$ cat config.mk
export PLATFORM = sky130hd
export DESIGN_NAME = soc_reset_sequencer
export DESIGN_NICKNAME = d
export VERILOG_FILES = /design/src/rtl/soc_rst_pkg.sv /design/src/rtl/soc_reset_sequencer_rst_down_counter.sv /design/src/rtl/soc_reset_sequencer.sv
export SDC_FILE = /design/constraint.sdc
export NUM_CORES = 1
export LEC_CHECK = 0
export CAP_MARGIN = 20
export CELL_PAD_IN_SITES_DETAIL_PLACEMENT = 2
export CELL_PAD_IN_SITES_GLOBAL_PLACEMENT = 2
export CORE_MARGIN = 10
export CORE_UTILIZATION = 35
export CTS_BUF_LIST = sky130_fd_sc_hd__clkbuf_8
export DETAILED_ROUTE_END_ITERATION = 6
export PLACE_DENSITY_LB_ADDON = 0.1
export SYNTH_ARGS = -nofsm -noshare
export SYNTH_HDL_FRONTEND = slang
export SYNTH_SLANG_ARGS = --single-unit
$ cat constraint.sdc
create_clock -name clk -period 3 [get_ports clk]
set_clock_uncertainty 0.05 [all_clocks]
set_input_delay 0.3 -clock clk [delete_from_list [all_inputs] [get_ports clk]]
set_output_delay 0.3 -clock clk [all_outputs]
set_load 0.02 [all_outputs]
$ cat src/rtl/soc_rst_pkg.sv
// Shared types and constants for the SoC reset sequencer.
package soc_rst_pkg;

  typedef enum logic [1:0] {
    POR_HOLD,
    TAP_REL,
    RUN,
    NDM
  } rst_state_e;

  localparam logic CAUSE_POR = 1'b0;
  localparam logic CAUSE_NDM = 1'b1;

  localparam int NDM_COUNT_W = 8;

  function automatic int max4(input int a, input int b, input int c, input int d);
    int m;
    m = a;
    if (b > m) m = b;
    if (c > m) m = c;
    if (d > m) m = d;
    return m;
  endfunction

endpackage

$ cat src/rtl/soc_reset_sequencer_rst_down_counter.sv
// Loadable down-counter with a zero flag; it stops at zero rather than wrapping.
module rst_down_counter #(
  parameter int W = 4
) (
  input  logic         clk,
  input  logic         load,
  input  logic [W-1:0] load_val,
  input  logic         dec,
  output logic         zero
);

  logic [W-1:0] count_reg;

  always_ff @(posedge clk) begin
    if (load) begin
      count_reg <= load_val;
    end else if (dec && (count_reg != '0)) begin
      count_reg <= count_reg - W'(1);
    end
  end

  assign zero = (count_reg == '0);

endmodule

$ cat src/rtl/soc_reset_sequencer.sv
// Orders TAP reset release, system reset release and JTAG bridge enable after
// power-on, and services debug ndmreset requests by pulsing system reset only.
module soc_reset_sequencer
  import soc_rst_pkg::*;
#(
  parameter int TRST_CYCLES    = 2,
  parameter int SYS_CYCLES     = 4,
  parameter int JTAG_DELAY     = 10,
  parameter int NDM_MIN_CYCLES = 4
) (
  input  logic                   clk,
  input  logic                   rst,
  input  logic                   ndmreset_i,
  output logic                   sys_rst_n_o,
  output logic                   trst_n_o,
  output logic                   jtag_en_o,
  output logic                   ready_o,
  output logic                   cause_o,
  output logic [NDM_COUNT_W-1:0] ndm_count_o
);

  localparam int CW = $clog2(max4(TRST_CYCLES, SYS_CYCLES, JTAG_DELAY, NDM_MIN_CYCLES)) + 1;

  if (TRST_CYCLES < 1 || SYS_CYCLES < 1 || JTAG_DELAY < 1 || NDM_MIN_CYCLES < 1) begin : g_bad_params
    $error("soc_reset_sequencer: all cycle parameters must be >= 1");
  end

  rst_state_e             state_reg, state_next;
  logic                   rst_q_reg;
  logic                   init;
  logic                   tmr_load, tmr_dec, tmr_zero;
  logic [CW-1:0]          tmr_val;
  logic                   en_load, en_dec, en_zero, en_start;
  logic                   en_started_reg, en_started_next;
  logic                   jtag_en_reg, jtag_en_next;
  logic                   cause_reg, cause_next;
  logic [NDM_COUNT_W-1:0] ndm_count_reg, ndm_count_next;
  logic                   sys_rst_n_reg, trst_n_reg, ready_reg;

  // rst is stretched by one edge so the POR hold is counted from the first
  // full cycle after reset has gone away.
  assign init = rst | rst_q_reg;

  rst_down_counter #(.W(CW)) u_state_timer (
    .clk      (clk),
    .load     (tmr_load),
    .load_val (tmr_val),
    .dec      (tmr_dec),
    .zero     (tmr_zero)
  );

  rst_down_counter #(.W(CW)) u_enable_timer (
    .clk      (clk),
    .load     (en_load),
    .load_val (CW'(JTAG_DELAY - 1)),
    .dec      (en_dec),
    .zero     (en_zero)
  );

  always_comb begin
    state_next     = state_reg;
    tmr_load       = 1'b0;
    tmr_dec        = 1'b0;
    tmr_val        = CW'(SYS_CYCLES - 1);
    cause_next     = cause_reg;
    ndm_count_next = ndm_count_reg;
    en_start       = 1'b0;

    case (state_reg)
      POR_HOLD: begin
        if (tmr_zero) begin
          state_next = TAP_REL;
          tmr_load   = 1'b1;
        end else begin
          tmr_dec = 1'b1;
        end
      end
      TAP_REL: begin
        if (ndmreset_i) begin
          tmr_load = 1'b1;
        end else if (tmr_zero) begin
          state_next = RUN;
          en_start   = 1'b1;
        end else begin
          tmr_dec = 1'b1;
        end
      end
      RUN: begin
        if (ndmreset_i) begin
          state_next = NDM;
          tmr_load   = 1'b1;
          tmr_val    = CW'(NDM_MIN_CYCLES - 1);
          cause_next = CAUSE_NDM;
          if (ndm_count_reg != '1) ndm_count_next = ndm_count_reg + NDM_COUNT_W'(1);
        end
      end
      NDM: begin
        if (!tmr_zero) begin
          tmr_dec = 1'b1;
        end else if (!ndmreset_i) begin
          state_next = RUN;
        end
      end
      default: state_next = POR_HOLD;
    endcase

    if (init) begin
      tmr_load = 1'b1;
      tmr_val  = CW'(TRST_CYCLES - 1);
    end
  end

  // The enable timer only ever starts from TAP_REL, so ndmreset cycles leave it alone.
  assign en_load         = init | en_start;
  assign en_dec          = en_started_reg & ~jtag_en_reg;
  assign en_started_next = en_started_reg | en_start;
  assign jtag_en_next    = jtag_en_reg | (en_started_reg & en_zero);

  always_ff @(posedge clk) begin
    rst_q_reg <= rst;
    if (init) begin
      state_reg      <= POR_HOLD;
      en_started_reg <= 1'b0;
      jtag_en_reg    <= 1'b0;
      cause_reg      <= CAUSE_POR;
      ndm_count_reg  <= '0;
      sys_rst_n_reg  <= 1'b0;
      trst_n_reg     <= 1'b0;
      ready_reg      <= 1'b0;
    end else begin
      state_reg      <= state_next;
      en_started_reg <= en_started_next;
      jtag_en_reg    <= jtag_en_next;
      cause_reg      <= cause_next;
      ndm_count_reg  <= ndm_count_next;
      sys_rst_n_reg  <= (state_next == RUN);
      trst_n_reg     <= (state_next != POR_HOLD);
      ready_reg      <= (state_next == RUN);
    end
  end

  assign sys_rst_n_o = sys_rst_n_reg;
  assign trst_n_o    = trst_n_reg;
  assign jtag_en_o   = jtag_en_reg;
  assign ready_o     = ready_reg;
  assign cause_o     = cause_reg;
  assign ndm_count_o = ndm_count_reg;

endmodule

==> impl.org, run 1 <==
** Global routing
- Total Routing Usage GR :: between 10% and 20%
- Number of global-route vias before repair :: 1175
- Number of antenna violations at the first check in global routing :: 0
- Maximum number of pins on one net before global-route repair :: 16
- GRT Residual Overflow :: 0
- The first global-routing pass estimated about 5700 um of wire.

** Cells and area
- The number of antenna diodes in the final layout is 0.
- The register with the most flip-flops in the layout has 8 of them.
- Leaving out filler cells and counting taps, the final layout contains 209.
- In the final layout, the multi-input gates occupy about 710 um^2.
- Final Net Count :: approximately 180
- Fraction of layout cells with a size suffix above 1 :: a little over 6%
- Counting the fill cells in the layout gives 406.
- Register cell area after layout :: 570.5 um^2
- Compared with the post-synthesis result, the final layout area differs by 19.98%.

** Pwr
- Fraction of power spent switching nets :: 22.27%
- Seq pwr share :: 50.7%
- The analysis attributes to cell leakage a power of 0.5972 nW.
- Of the total power, combinational logic draws approximately a tenth.
- Share of power burned in the clock network :: 38.9%
- The analysis attributes to net switching a power of approximately 0.17 mW.
- Total internal power :: slightly below 0.6 mW
- Dividing total power by cell area gives a power density of roughly 470 nW/um^2.
- VDD IR max :: around 0.00021 V

** Logic synthesis
- Number of library cell types mapped by synthesis :: 40
- Area share of the largest cell type after synthesis :: 31.67%
- The synthesized design contains 26 register bits.
- Counting every net in the synthesized netlist gives 158.
- Dominant cell by count in the synthesized netlist :: nor2_1
- Counting flops with a built-in enable in the synthesized netlist gives 5.
- Share of synthesized area occupied by flip-flops and latches :: 42.98%
- Synth Area in Simple Gates :: roughly a quarter
- After synthesis, the share of cell area in mux cells is 0.7540%.
- Instance count of the mapped netlist :: ~150
- Warning count from the yosys run :: 0
- Post-synthesis cell area :: 1328 um^2
- Dominant combinational cell family by area after synthesis :: simple AND/OR/NAND/NOR gates
- By area the synthesized netlist is led by dfxtp_1, edfxtp_1, ha_1.
- Ranking of synthesized cells by instance count :: nor2_1, dfxtp_1, ha_1, inv_1, nand3_1
- FFs w/ async S/R, synth :: 0%
- Summing the areas of all compound-gate instances in the mapped netlist gives 11.50% of the synthesized area.
- Synth Flop Type :: dfxtp_1
- Syn avg cell area :: just over 9 um^2
- Xor and xnor area share after synthesis :: 6.598%
- The synthesized netlist devotes 9.425% of its cell area to adder and majority cells.
- Cell accounting for the most synthesized area :: dfxtp_1

** Clock network
- Post-CTS timing repair inserted 0 buffers for setup.
- TritonCTS created 3 clock buffers.
- Post-CTS resize count :: 0
- The clock drives 26 sinks.
- CTS placed an instance of clkbuf_8 at the clock tree root.
- Clock latency on the worst-skew pair, taken at its later pin, is 0.27 ns.
- After clock tree synthesis, the clock-pin slew on the worst setup and hold paths is roughly 0.1 ns.
- H-tree levels :: 1
- CTS tree :: done
- In this run, post-CTS hold repair placed 0 buffers.
- The clock passes through at most 2 buffers.

** Timing
- Setup repair after global routing missed its margin :: no
- Final Max Tran Viols :: 0
- Post-route fraction of the period consumed by the critical path :: 81.27%
- Setup slack of the critical path after layout :: roughly 0.56 ns
- Measured against its own limit, the worst slew margin works out to 43.65%.
- Fin crit period :: 2.438 ns
- The total count of hold-check failures in the final report came to 0.
- In the final timing run, aggregate negative setup slack is 0 ns.
- Static timing analysis puts the maximum clock frequency at between 0.4 and 0.5 GHz.
- Setup violations remaining at the end of the flow were counted as 0.
- At the pin with the least slew margin, the transition time is roughly 0.85 ns.

** Critical path
- Master of the slowest instance on the critical path :: or4b_1
- The critical path goes through inv_1 -> ha_1 -> or4b_1 -> o2bb2a_4 -> o21ai_1 -> a21o_1.
- Launching instance or port of the critical path :: u_state_timer.count_reg[0]
- Data required time at the worst endpoint :: slightly below 3 ns
- The critical path is of the reg -> reg type.
- Launch instance of the worst register-to-register path :: u_state_timer.count_reg[0]
- Crit path max fanout :: 8
- Reg2Reg Setup Slack :: 0.56 ns
- STA puts the critical path data arrival time at between 2 and 2.5 ns.
- In this design, the stage delay of the slowest critical-path cell is 0.62 ns.
- STA classifies the critical path endpoint as a flip-flop.
- STA classifies the critical path startpoint as a flip-flop.

** Route
- Per-cell via count in the routed design :: 5.134
- Overall routed net length :: 3326 um
- Routed length per instance :: around 16 um
- The first TritonRoute pass finished after 2 iterations.
- For this block, the initial DRC count from the detailed router was 39.
- Number of DRC violations after detailed routing :: 0
- In this run the remaining antenna-violating nets after routing total 0.
- Total via count after detailed routing :: roughly 1100

** Die
- Die span in y :: 81.59 um
- In this run the standard cell core region covers 3661 um^2.
- Once the floorplan was initialized, standard cells occupied between 30 and 40% of the core.
- In this run the horizontal extent of the chip is 81.59 um.
- Pin placement for this block handled 16 I/O pins.
- The die covers around 6700 um^2.
- Number of core rows :: 22

** Placed design
- Placed insts :: 205
- During placement, the flow inserted port buffers numbering 15.
- Pre-CTS worst setup slack :: ~0.64 ns
- Routability congestion estimate from global placement :: approximately 0.74
- DP Wirelength :: 2574 um

** Hold path
- Min-Delay Path Class :: reg -> reg
- Hold_sp :: jtag_en_o

** Status
- The run finished with clean final reports.

** Job
- Across the run, the number of max-cap violations was 0.
==> cell families (layout without fill, tap and decap cells) <==
group           count (synthesis)  in the layout
buf+inv                        12             28
fa+ha+maj                      10             10
mux                             1              1
simple gates                   64             64
compound gates                 22             22
xor+xnor                       10             10
flops                          26             26
==> power by group through the flow <==
| stage | Combinational (mW) | Sequential, mW | Clock, mW |
|---|---|---|---|
| after global placement | 0.0732 | 0.384 | 0 |
| after CTS | 0.0788 | 0.377 | 0.300 |
| after floorplan | 0.0544 | 0.384 | 0 |
| after global routing | 0.0865 | 0.379 | 0.315 |
| after detailed placement | 0.0758 | 0.385 | 0 |
| final | 0.0771 | 0.377 | 0.289 |
==> routing by layer <==
layer | track usage [%] | routed length (um) | up-vias
met4 | 4.082 | 48 | 0
met1 | 11.82 | 1410 | 528
met2 | 19.98 | 1780 | 8
met3 | 2.293 | 86 | 4
met5 | 0 | 0 | -
li1 | - | - | 533
==> worst paths after layout <==
kind / end / cells past startpoint
worst min-delay path: jtag_en_o / 1
worst min register to register: jtag_en_o / 1
worst max-delay path: u_state_timer.count_reg[2] / 6
worst max register to register: u_state_timer.count_reg[2] / 6
==> critical path: cells and delay by family (launching register included) <==
family                     cells  cell delay, ns
AOI/OAI and AO/OA              3            0.80
adders and majority gates      1            0.14
buffers and inverters          1            0.11
DFF                            1            0.42
and+or+nand+nor                1            0.62
==> layout make-up <==
class / instances / share of cell area, %
Multi-Input combinational cell: 107 / 44.38
Sequential cell: 26 / 35.82
Timing Repair Buffer: 15 / 9.427
Tap cell: 48 / 3.771
Clock buffer: 3 / 2.592
Inverter: 9 / 2.121
Clock inverter: 1 / 1.885
==> placed cells by master, fill, tap and decap left out, types with 2 or more instances in the layout <==
master           Yosys  final
or4_1                2      2
nand4_1              2      2
inv_1                9      9
nor3_1               4      4
o21ai_1              3      3
and3_1               3      3
clkbuf_8             0      3
ha_1                10     10
a21oi_1              6      6
dfxtp_1             21     21
clkdlybuf4s50_1      0     15
and2_1               2      2
nand2_1              6      6
xor2_1               7      7
nor2_1              25     25
o211ai_1             3      3
xnor2_1              3      3
o21ai_0              3      3
o31ai_1              2      2
edfxtp_1             5      5
nand3_1              8      8
==> per-stage QoR <==
stage / utilization (%) / area (um^2) / hold slack, ns / power [mW]
floorplan: - / 1328 / 0.2777 / 0.4384
global placement: 41.56 / 1521 / 0.4241 / 0.4572
detailed placement: 41.56 / 1521 / 0.4339 / 0.4609
CTS: 43.51 / 1593 / 0.4700 / 0.7560
global route: 43.51 / 1593 / 0.5067 / 0.7802
finish: 43.51 / 1593 / 0.4676 / 0.7432
No activity file was read; power rests on OpenSTA's default activity.
==> run 2: changes to the inputs <==
==> constraint.sdc (replaced) <==
create_clock -name clk -period 2.28 [get_ports clk]
set_clock_uncertainty 0.05 [all_clocks]
set_input_delay 0.228 -clock clk [delete_from_list [all_inputs] [get_ports clk]]
set_output_delay 0.228 -clock clk [all_outputs]
set_load 0.02 [all_outputs]
==> impl.org, run 2 (same netlist as run 1, synthesis figures left out) <==
** Timing
- Fin crit period :: 2.176 ns (-0.2626 ns)
- Final Max Tran Viols :: 0 (unchanged)
- The number of endpoints failing setup at the final stage is 0 (unchanged).
- Fmax :: 0.4596 GHz (+12%)
- Number of failing hold endpoints at the final stage :: 0 (unchanged)
- Worst-margin pin slew :: 0.5815 ns (-0.2637 ns)
- Relative slew slack :: 60.97% (+17 points)
- Post-route fraction of the period consumed by the critical path :: 95.42% (+14 points)

** Critical path
- The length in cells of the worst reg-to-reg path came to 6 (unchanged).
- Startpoint class of the critical path :: flip-flop
- STA classifies the critical path endpoint as a flip-flop.
- Critical register-to-register path endpoint :: u_state_timer.count_reg[0]
- Reg2Reg Setup Slack :: 0.10 ns (-0.46 ns)
- The startpoint identified for the worst register-to-register timing path is u_state_timer.count_reg[0].
- The data arrival time of the worst path was 2.10 ns (-0.25 ns).
- The maximum net fanout on the critical path is 6 (-2).
- Data required time at the worst endpoint :: 2.20 ns (-0.71 ns)
- The worst setup path is of the reg -> reg kind.

** Clock network
- The maximum count of clock buffers along a single path came to 2 (unchanged).
- The cts-stage hold buffer count came to 0 (unchanged).
- TritonCTS built the clock tree.
- Number of clock sinks :: 26 (unchanged)
- H-tree levels :: 1 (unchanged)
- The clock latency at the later pin of the worst-skew pair was 0.27 ns (about the same).
- The number of clock buffers inserted by TritonCTS was 3 (unchanged).
- Clock transition at the registers of the reported paths :: 0.09 ns (about the same)
- Clock tree root driver cell :: clkbuf_8

** Hold path
- The number of cells traversed by the worst hold path was 1 (unchanged).
- For hold timing, the worst endpoint is rst_q_reg.
- In this run the most critical hold path is launched from rst.
- In this run the worst hold path is classified as in -> reg.

** Die
- The row count was 22 (unchanged).
- Die span in y :: 81.59 um (unchanged)
- The floorplan die area was 6656 um^2 (unchanged).
- Width of the die :: 81.59 um (unchanged)
- Io pins :: 16 (unchanged)
- Initial core utilization :: 36.26% (unchanged)
- Core area :: 3661 um^2 (unchanged)

** Pwr
- The power consumption is 0.8730 mW (+17%).
- The peak supply drop was 0.0003092 V (+48%).
- Total leakage power :: 0.6281 nW (+5.2%)
- Power Density :: 535.5 nW/um^2 (+15%)

** Route
- The number of routed nets with antenna violations was 0 (unchanged).
- Overall routed net length :: 3388 um (+1.9%)
- Number of DRC violations after detailed routing :: 0 (unchanged)
- The wire length per cell is 15.61 um (-1.9%).
- The via count of the routed design is 1115 (+3.9%).
- The first-pass iteration count of the detailed router was 4 (+2).
- Per-cell via count in the routed design :: 5.138 (about the same)
- Initial drt markers :: 31 (-21%)

** Global routing
- M1 GR Usage :: 11.77% (-0.045 points)
- Number of global-route vias before repair :: 1274 (+8.4%)
- Met2 layer usage reported by global route :: 22.04% (+2.1 points)
- The overall overflow remaining after global route came to 0 (unchanged).
- Number of antenna violations at the first check in global routing :: 0 (unchanged)
- First-pass GRT wire length :: 6099 um (+7.4%)
- Met3 layer usage reported by global route :: 3.603% (+1.3 points)
- The layer flagged by global routing as most heavily used is met2.
- Maximum number of pins on one net before global-route repair :: 15 (-1)
- The overall fraction of global-route tracks in use came to 11.38% (+0.57 points).

** Cells and area
- The antenna diode count was 0 (unchanged).
- Most frequent cells in the layout :: nor2_1, dfxtp_1, clkdlybuf4s50_1, inv_1, ha_1
- Number of fill cells :: 420 (+3.4%)
- The area growth from synthesis to layout is 22.81%.
- Multi-input gate area :: 710.7 um^2 (+0.53%)
- Count of placed standard cells in the final layout, fillers left out :: 217 (+3.8%)
- The sequential cell area was 570.5 um^2 (unchanged).
- Final Net Count :: 183 (+4.6%)
- The number of flip-flops under the largest register name is 8 (unchanged).
- The ratio of cells with drive above 1 in the final layout came to 10.65% (+4.4 points).
- Design Area, Final :: 1630 um^2 (+2.4%)
- Leaving out fill and tap cells, the most frequent cell in the layout is nor2_1.

** Status
- The run finished with clean final reports.

** Placed design
- The placed wire-length estimate was 2718 um (+5.6%).
- Routability congestion estimate from global placement :: 0.7677 (+3.2%)
- The instance area at placement is 1574 um^2 (+3.5%).
- The placed cell count is 212 (+3.4%).
- The number of buffers inserted by port buffering came to 15 (unchanged).

** Job
- The total of max-cap violations was 0 (unchanged).
run 2: metal layers:
layer	wire length (um)	share of wire (%)
met1	1368	40
met5	0	0
met2	1870	55
met4	19	0.56
met3	130	3.8
run 2: how the worst max path moves through the flow:
stage                                       endpoint  cells after the start                        from  slack, ns
after floorplan           u_state_timer.count_reg[0]                      7  u_state_timer.count_reg[0]       0.17
after global placement    u_state_timer.count_reg[2]                      6  u_state_timer.count_reg[0]       0.17
after detailed placement  u_state_timer.count_reg[0]                      6  u_state_timer.count_reg[0]       0.03
after CTS                 u_state_timer.count_reg[0]                      6  u_state_timer.count_reg[0]       0.01
after global routing      u_state_timer.count_reg[0]                      6  u_state_timer.count_reg[0]      -0.01
final                     u_state_timer.count_reg[0]                      6  u_state_timer.count_reg[0]       0.10
run 2: per-stage QoR:
step / util, % / hold WS (ns) / setup slack [ns] / TNS, ns
5_1_grt: 44.53 / 0.4454 / -0.01320 / -0.06498
6_report: 44.53 / 0.4346 / 0.1044 / 0
3_5_place_dp: 42.99 / 0.4531 / 0.02940 / 0
2_1_floorplan: - / 0.2057 / 0.1715 / 0
3_3_place_gp: 42.99 / 0.4093 / 0.1657 / 0
4_1_cts: 44.22 / 0.4367 / 0.01259 / 0
run 2: worst max-delay path, stage by stage, from the launching register on:
cell and delay, ns:
edfxtp_1 0.42, inv_1 0.11, ha_1 0.16, or4b_4 0.52, o2bb2a_4 0.22, o21ai_1 0.17, a21o_1 0.22
run 2: layout make-up:
cell class / count / area share [%]
clock inverters: 1 / 0.2302
clock buffers: 3 / 2.533
flip-flops and latches: 26 / 35.00
well taps: 48 / 3.684
multi-input cells: 107 / 43.59
inverters: 9 / 2.072
repair buffers: 23 / 12.89
run 2: where the power goes:
group,internal [mW],switching (mW)
logic,0.0543,0.0625
registers,0.485,0.0124
clock network,0.121,0.139
run 2: repair_timing:
item / CTS / global route
endpoints found under the setup margin: 0 / 9
resized for setup: 0 / 1
hold endpoints to repair: 0 / 0
buffers inserted: 0 / 1
